===== src/rtl/bitorder_stream_pkg.sv =====
// Shared types and width-generic reorder helpers for the bit/byte order stream.
package bitorder_stream_pkg;

  // Widest data bus supported; helpers work on this width and callers truncate.
  localparam int unsigned MAX_WIDTH = 512;

  typedef logic [MAX_WIDTH-1:0] wide_t;

  typedef enum logic [1:0] {
    PASS        = 2'd0,
    BITREV_BYTE = 2'd1,
    BYTESWAP    = 2'd2,
    BITREV_WORD = 2'd3
  } mode_e;

  typedef enum logic {
    IDLE   = 1'b0,
    IN_PKT = 1'b1
  } pkt_state_e;

  // Reverse the bit order inside each of the low nbytes bytes.
  function automatic wide_t bitrev_bytes(input wide_t d, input int unsigned nbytes);
    wide_t r;
    r = '0;
    for (int unsigned i = 0; i < nbytes; i++) begin
      for (int unsigned j = 0; j < 8; j++) begin
        r[8*i+j] = d[8*i+7-j];
      end
    end
    return r;
  endfunction

  // Swap byte i with byte nbytes-1-i across the low nbytes bytes.
  function automatic wide_t swap_bytes(input wide_t d, input int unsigned nbytes);
    wide_t r;
    r = '0;
    for (int unsigned i = 0; i < nbytes; i++) begin
      r[8*i +: 8] = d[8*(nbytes-1-i) +: 8];
    end
    return r;
  endfunction

  // Mirror the low nbits bits end for end.
  function automatic wide_t reverse_bits(input wide_t d, input int unsigned nbits);
    wide_t r;
    r = '0;
    for (int unsigned i = 0; i < nbits; i++) begin
      r[i] = d[nbits-1-i];
    end
    return r;
  endfunction

endpackage


===== src/rtl/bitorder_stream_stage.sv =====
// One elastic register stage: holds data/keep/last with a valid flag.
module bitorder_stage #(
  parameter int unsigned DATA_WIDTH = 64
) (
  input  logic                    clk,
  input  logic                    rst_n,
  input  logic [DATA_WIDTH-1:0]   up_data,
  input  logic [DATA_WIDTH/8-1:0] up_keep,
  input  logic                    up_last,
  input  logic                    up_valid,
  output logic                    up_ready,
  output logic [DATA_WIDTH-1:0]   dn_data,
  output logic [DATA_WIDTH/8-1:0] dn_keep,
  output logic                    dn_last,
  output logic                    dn_valid,
  input  logic                    dn_ready
);

  // Ready when empty or the held beat leaves this cycle.
  assign up_ready = !dn_valid || dn_ready;

  // Load a new beat (or go empty) whenever the slot is free.
  always_ff @(posedge clk) begin
    if (!rst_n) begin
      dn_valid <= 1'b0;
      dn_data  <= '0;
      dn_keep  <= '0;
      dn_last  <= 1'b0;
    end else if (up_ready) begin
      dn_valid <= up_valid;
      if (up_valid) begin
        dn_data <= up_data;
        dn_keep <= up_keep;
        dn_last <= up_last;
      end
    end
  end

endmodule


===== src/rtl/bitorder_stream.sv =====
// Streaming bit/byte reorder with per-packet mode latching, an elastic
// register pipeline and accepted beat/packet counters.
module bitorder_stream
  import bitorder_stream_pkg::*;
#(
  parameter int unsigned DATA_WIDTH  = 64,
  parameter int unsigned PIPE_STAGES = 2,
  parameter int unsigned CNT_WIDTH   = 32
) (
  input  logic                    clk,
  input  logic                    rst_n,
  input  logic [1:0]              mode,
  input  logic [DATA_WIDTH-1:0]   s_tdata,
  input  logic [DATA_WIDTH/8-1:0] s_tkeep,
  input  logic                    s_tlast,
  input  logic                    s_tvalid,
  output logic                    s_tready,
  output logic [DATA_WIDTH-1:0]   m_tdata,
  output logic [DATA_WIDTH/8-1:0] m_tkeep,
  output logic                    m_tlast,
  output logic                    m_tvalid,
  input  logic                    m_tready,
  output logic [1:0]              active_mode,
  output logic [CNT_WIDTH-1:0]    beat_cnt,
  output logic [CNT_WIDTH-1:0]    pkt_cnt
);

  localparam int unsigned KW = DATA_WIDTH / 8;

  pkt_state_e state, state_next;
  mode_e      active_q;
  mode_e      eff_mode;
  logic       accept;

  logic [DATA_WIDTH-1:0] xf_data;
  logic [KW-1:0]         xf_keep;

  logic [DATA_WIDTH-1:0] stage_data  [PIPE_STAGES];
  logic [KW-1:0]         stage_keep  [PIPE_STAGES];
  logic                  stage_last  [PIPE_STAGES];
  logic                  stage_valid [PIPE_STAGES];
  logic                  stage_ready [PIPE_STAGES];

  assign s_tready = stage_ready[0];
  assign accept   = s_tvalid && s_tready;

  // Packet-boundary state register.
  always_ff @(posedge clk) begin
    if (!rst_n) state <= IDLE;
    else        state <= state_next;
  end

  // Any accepted beat ends in IDLE if it is the last, otherwise mid-packet.
  always_comb begin
    state_next = state;
    if (accept) state_next = s_tlast ? IDLE : IN_PKT;
  end

  // First beat of a packet uses the live mode; later beats the latched one.
  always_comb begin
    eff_mode = (state == IDLE) ? mode_e'(mode) : active_q;
  end

  // Latch the mode on the first accepted beat of each packet.
  always_ff @(posedge clk) begin
    if (!rst_n)                       active_q <= PASS;
    else if (accept && state == IDLE) active_q <= mode_e'(mode);
  end

  assign active_mode = active_q;

  // Reorder data and keep ahead of stage 0.
  always_comb begin
    xf_data = s_tdata;
    xf_keep = s_tkeep;
    case (eff_mode)
      BITREV_BYTE: begin
        xf_data = DATA_WIDTH'(bitrev_bytes(MAX_WIDTH'(s_tdata), KW));
      end
      BYTESWAP: begin
        xf_data = DATA_WIDTH'(swap_bytes(MAX_WIDTH'(s_tdata), KW));
        xf_keep = KW'(reverse_bits(MAX_WIDTH'(s_tkeep), KW));
      end
      BITREV_WORD: begin
        xf_data = DATA_WIDTH'(reverse_bits(MAX_WIDTH'(s_tdata), DATA_WIDTH));
        xf_keep = KW'(reverse_bits(MAX_WIDTH'(s_tkeep), KW));
      end
      default: ;
    endcase
  end

  for (genvar i = 0; i < PIPE_STAGES; i++) begin : g_stage
    logic [DATA_WIDTH-1:0] up_data;
    logic [KW-1:0]         up_keep;
    logic                  up_last;
    logic                  up_valid;
    logic                  dn_ready;

    if (i == 0) begin : g_head
      assign up_data  = xf_data;
      assign up_keep  = xf_keep;
      assign up_last  = s_tlast;
      assign up_valid = s_tvalid;
    end else begin : g_body
      assign up_data  = stage_data[i-1];
      assign up_keep  = stage_keep[i-1];
      assign up_last  = stage_last[i-1];
      assign up_valid = stage_valid[i-1];
    end

    if (i == PIPE_STAGES - 1) begin : g_tail
      assign dn_ready = m_tready;
    end else begin : g_link
      assign dn_ready = stage_ready[i+1];
    end

    bitorder_stage #(
      .DATA_WIDTH(DATA_WIDTH)
    ) u_stage (
      .clk     (clk),
      .rst_n   (rst_n),
      .up_data (up_data),
      .up_keep (up_keep),
      .up_last (up_last),
      .up_valid(up_valid),
      .up_ready(stage_ready[i]),
      .dn_data (stage_data[i]),
      .dn_keep (stage_keep[i]),
      .dn_last (stage_last[i]),
      .dn_valid(stage_valid[i]),
      .dn_ready(dn_ready)
    );
  end

  assign m_tdata  = stage_data[PIPE_STAGES-1];
  assign m_tkeep  = stage_keep[PIPE_STAGES-1];
  assign m_tlast  = stage_last[PIPE_STAGES-1];
  assign m_tvalid = stage_valid[PIPE_STAGES-1];

  // Count accepted beats and accepted last beats; both wrap freely.
  always_ff @(posedge clk) begin
    if (!rst_n) begin
      beat_cnt <= '0;
      pkt_cnt  <= '0;
    end else if (accept) begin
      beat_cnt <= beat_cnt + CNT_WIDTH'(1);
      if (s_tlast) pkt_cnt <= pkt_cnt + CNT_WIDTH'(1);
    end
  end

endmodule


===== config.mk =====
export PLATFORM = sky130hd
export DESIGN_NAME = bitorder_stream
export DESIGN_NICKNAME = d
export VERILOG_FILES = /design/src/rtl/bitorder_stream_pkg.sv /design/src/rtl/bitorder_stream_stage.sv /design/src/rtl/bitorder_stream.sv
export SDC_FILE = /design/constraint.sdc
export NUM_CORES = 1
export LEC_CHECK = 0
export CAP_MARGIN = 20
export CELL_PAD_IN_SITES_DETAIL_PLACEMENT = 1
export CELL_PAD_IN_SITES_GLOBAL_PLACEMENT = 2
export CORE_MARGIN = 2
export CORE_UTILIZATION = 37
export CTS_BUF_LIST = sky130_fd_sc_hd__clkbuf_16
export CTS_CLUSTER_DIAMETER = 200
export DETAILED_ROUTE_END_ITERATION = 12
export DONT_BUFFER_PORTS = 1
export GPL_TIMING_DRIVEN = 0
export HOLD_SLACK_MARGIN = 0.12
export PLACE_DENSITY_LB_ADDON = 0.1
export REMOVE_ABC_BUFFERS = 1
export SYNTH_ARGS = -nofsm -noshare
export SYNTH_HDL_FRONTEND = slang
export SYNTH_SLANG_ARGS = --single-unit

===== constraint.sdc =====
create_clock -name clk -period 3.5 [get_ports clk]
set_input_delay 1.05 -clock clk [delete_from_list [all_inputs] [get_ports clk]]
set_output_delay 1.05 -clock clk [all_outputs]
set_load 0.01 [all_outputs]

==> impl_metrics.toml <==
[floorplan]
pin_count = 220
chipWidth_um = 161
die_y_um = 161
floorplan.core_area_sq_um = 24300
die-area_sq_um = 26000
start_util = 0.377
core.rowCount = 57

[setup_path]
critPathSlowestCell = "sky130_fd_sc_hd__and2_1"
worstSetupPathType = "in -> reg"
worst-endpoint-required_ps = 3910
timing.critical_path.cells = "and3b_1 -> inv_1 -> and2_1 -> nor2_4 -> buf_16 -> buf_12 -> a32o_1"
cp_max_fo = 31
start_kind = "primary input"
end_kind = "register"
crit_arrival_ps = 3230
critPathMaxStageDelay_ps = 790

[grt]
grt_overflow_total = 0
grt_start_max_net_pins = 87
grt_pass1_vias = 7595
total_routing_usage_gr = 0.193
grt_antenna_before_repair = 0
global_route_wire_length_before_repair_um = 41200

[power]
irDropWorstVdd_uv = 394
power_density_nw_per_um2 = 550
power.total_w = 0.00575
total_leakage_power_nw = 3.81

[detailed_routing]
vias_per_cell = 5.39
drt-total-wl_um = 25500
route.antenna.remaining_nets = 0
firstDrtPassIters = 4
first_iter_violations = 349
num_vias = 7475
post_route_drc_violation_count = 0
wl_per_cell_um = 18.4

[clock_network]
cts_buffer_count = 26
cts_tree = "built"
cts.sinks = 215
ctsHtreeMaxLevel = 1
clock-root-buffer = "sky130_fd_sc_hd__clkbuf_16"
clk_pin_slew_ps = 60
clk-insertion-delay-late_ps = 530
post_cts_buffers = 0
holdBufCountCts = 0
post_cts_resized = 0
cts.path.max_buffers = 3

[synthesis]
cell_count_after_synthesis = 1080
yosysUniqueCellTypes = 35
synth.ff_latch_count = 215
synth-seq-area-share = 0.470
ys_warn_count = 0
syn-cell-area_sq_um = 9160
synth.avg_cell_area_sq_um = 8.48

[placed_design]
final_hpwl_from_detailed_placement_um = 16900
place_area_sq_um = 9640
port_buffers = 0
gp_congestion = 0.749

[layout]
diodes = 0
postLayoutCellArea_sq_um = 10500
utilization = 0.430
area_overhead_vs_synth_pct = 14.2
final_layout_size_suffix_gt1_frac = 0.0573
final.fill_count = 2835
num-nets-final = 1125

[timing]
fmaxAchievable_mhz = 354
tightestPinTransition_ps = 935
finClkSkew_ps = 12.0
finalSetupViolCount = 0
slew_viol_final = 0
slew-limit-headroom = 0.377
fraction_of_the_cycle_the_final_worst_path_needs = 0.806
setup_repair_after_global_routing_missed_its_margin = "false"
period_needed_ps = 2820
hold_violations = 0

[flow_run]
maxCapViolations = 0

[min_path]
type_of_the_most_critical_hold_path = "reg -> reg"

[run_status]
status = "finished clean"
## state kept, by name, summed over array words and instances (netlist names)
| name | count |
|---|---|
| g_stage.u_stage.dn_valid | 2 |
| g_stage.u_stage.dn_data | 128 |
| active_mode | 2 |
| pkt_cnt | 32 |
| state | 1 |
| g_stage.u_stage.dn_last | 2 |
| g_stage.u_stage.dn_keep | 16 |
| beat_cnt | 32 |
## worst paths after layout
check	startpoint	end	slack [ps]	depth (start not counted)
worst max-delay path	m_tready	g_stage[0].u_stage.dn_data[9]	680	7
worst min register to register	g_stage[0].u_stage.dn_data[6]	g_stage[1].u_stage.dn_data[6]	450	2
worst min-delay path	g_stage[0].u_stage.dn_data[6]	g_stage[1].u_stage.dn_data[6]	450	2
worst max register to register	g_stage[1].u_stage.dn_valid	g_stage[0].u_stage.dn_data[9]	790	7
## through the flow
stage | instances | hold WS [ps] | setup TNS (ps) | setup slack, ps
2_1_floorplan | 1003 | 431 | -196260 | -3150
3_3_place_gp | 1327 | 440 | -709080 | -7510
3_5_place_dp | 1340 | 446 | 0 | 128
4_1_cts | 1388 | 451 | 0 | 669
5_1_grt | 1388 | 470 | 0 | 486
6_report | 1388 | 449 | 0 | 678
## synth_stat cells
master                       n  area share
sky130_fd_sc_hd__nor4_1      7      0.0048
sky130_fd_sc_hd__clkbuf_1   63       0.026
sky130_fd_sc_hd__buf_6       1      0.0012
sky130_fd_sc_hd__nor3_2      1      0.0011
sky130_fd_sc_hd__nand2_1   309        0.13
sky130_fd_sc_hd__a32o_1     56       0.061
sky130_fd_sc_hd__or3_4       2      0.0025
sky130_fd_sc_hd__inv_1      11      0.0045
sky130_fd_sc_hd__mux2i_1    69       0.075
sky130_fd_sc_hd__o31ai_1     2      0.0016
sky130_fd_sc_hd__nor3_1     12      0.0066
sky130_fd_sc_hd__and4_1      9      0.0086
sky130_fd_sc_hd__and4b_1     1      0.0011
sky130_fd_sc_hd__or3_1      10      0.0068
sky130_fd_sc_hd__nand3_1    19       0.010
sky130_fd_sc_hd__mux4_2      4      0.0098
sky130_fd_sc_hd__buf_1       7      0.0029
sky130_fd_sc_hd__dfxtp_1   215        0.47
sky130_fd_sc_hd__nand2b_1    4      0.0027
sky130_fd_sc_hd__xnor2_1    26       0.025
sky130_fd_sc_hd__and3_1      7      0.0048
sky130_fd_sc_hd__xor2_1     21       0.020
sky130_fd_sc_hd__mux2_2      1      0.0012
sky130_fd_sc_hd__or2_2       1     0.00068
sky130_fd_sc_hd__nand4_1    20       0.014
sky130_fd_sc_hd__a21oi_1    89       0.049
sky130_fd_sc_hd__ha_1        2      0.0027
sky130_fd_sc_hd__buf_2       6      0.0033
sky130_fd_sc_hd__o21ai_0    13      0.0071
sky130_fd_sc_hd__and3b_1     1     0.00096
sky130_fd_sc_hd__a311oi_1    8      0.0076
sky130_fd_sc_hd__a22o_1      8      0.0076
sky130_fd_sc_hd__or4_1       2      0.0016
sky130_fd_sc_hd__nor2_1     66       0.027
sky130_fd_sc_hd__and2_1      7      0.0048
## placed cells by master (no fill, tap or decap), types with 6 or more instances in the layout
cell type	Yosys	layout
sky130_fd_sc_hd__a22o_1	8	8
sky130_fd_sc_hd__nor4_1	7	7
sky130_fd_sc_hd__xnor2_1	26	26
sky130_fd_sc_hd__mux2i_1	69	67
sky130_fd_sc_hd__clkbuf_16	0	26
sky130_fd_sc_hd__and2_1	7	6
sky130_fd_sc_hd__a311oi_1	8	8
sky130_fd_sc_hd__nor3_1	12	12
sky130_fd_sc_hd__nand2_1	309	308
sky130_fd_sc_hd__or3_1	10	10
sky130_fd_sc_hd__nor2_1	66	64
sky130_fd_sc_hd__o21ai_0	13	13
sky130_fd_sc_hd__buf_16	0	9
sky130_fd_sc_hd__nand3_1	19	19
sky130_fd_sc_hd__clkinv_1	0	14
sky130_fd_sc_hd__xor2_1	21	21
sky130_fd_sc_hd__dfxtp_1	215	215
sky130_fd_sc_hd__a32o_1	56	56
sky130_fd_sc_hd__and4_1	9	9
sky130_fd_sc_hd__nand4_1	20	20
sky130_fd_sc_hd__inv_1	11	12
sky130_fd_sc_hd__and3_1	7	7
sky130_fd_sc_hd__a21oi_1	89	89
## where the power goes
group / total (W) / switching (W) / internal (W) / leakage (nW)
logic: 0.000509 / 0.000293 / 0.000216 / 1.65
registers: 0.00264 / 0.0000864 / 0.00256 / 1.75
clock network: 0.00260 / 0.00104 / 0.00156 / 0.410
total: 0.00575 / 0.00142 / 0.00433 / 3.81
## critical path, delay by kind of cell
kind	cells	cell delay (ps)
buffers and inverters	3	670
AO/OA/AOI/OAI	1	220
AND/OR/NAND/NOR	3	1270
## cell families (layout without fill, tap and decap cells)
group / after synthesis / in the layout / synth area share
adders and majority gates: 2 / 2 / 0.00273
and+or+nand+nor: 478 / 478 / 0.225
muxes: 74 / 74 / 0.0864
xor gates and xnor gates: 47 / 47 / 0.0449
AOI/OAI and AO/OA: 176 / 176 / 0.134
buffers and inverters: 88 / 72 / 0.0377
DFF: 215 / 215 / 0.470
## per-layer routing
layer / global-route usage / routed length [um] / vias to the layer above / part of all wire
met5: 0 / 0 / - / 0
met3: 0.0719 / 2360 / 34 / 0.092
met1: 0.241 / 11000 / 3601 / 0.43
met4: 0.0459 / 461 / 0 / 0.018
li1: - / - / 3665 / -
met2: 0.315 / 11700 / 175 / 0.46
## layout make-up
cell class                 instances  area, sq um  area share
multi-input combinational        777         4570       0.436
sequential                       215         4300       0.411
clock buffer                      26          651      0.0622
tap                              324          405      0.0387
timing repair buffer              13          315      0.0301
clock inverter                    22          176      0.0169
inverter                          11         46.3     0.00442
(Power assumes the default switching activity.)
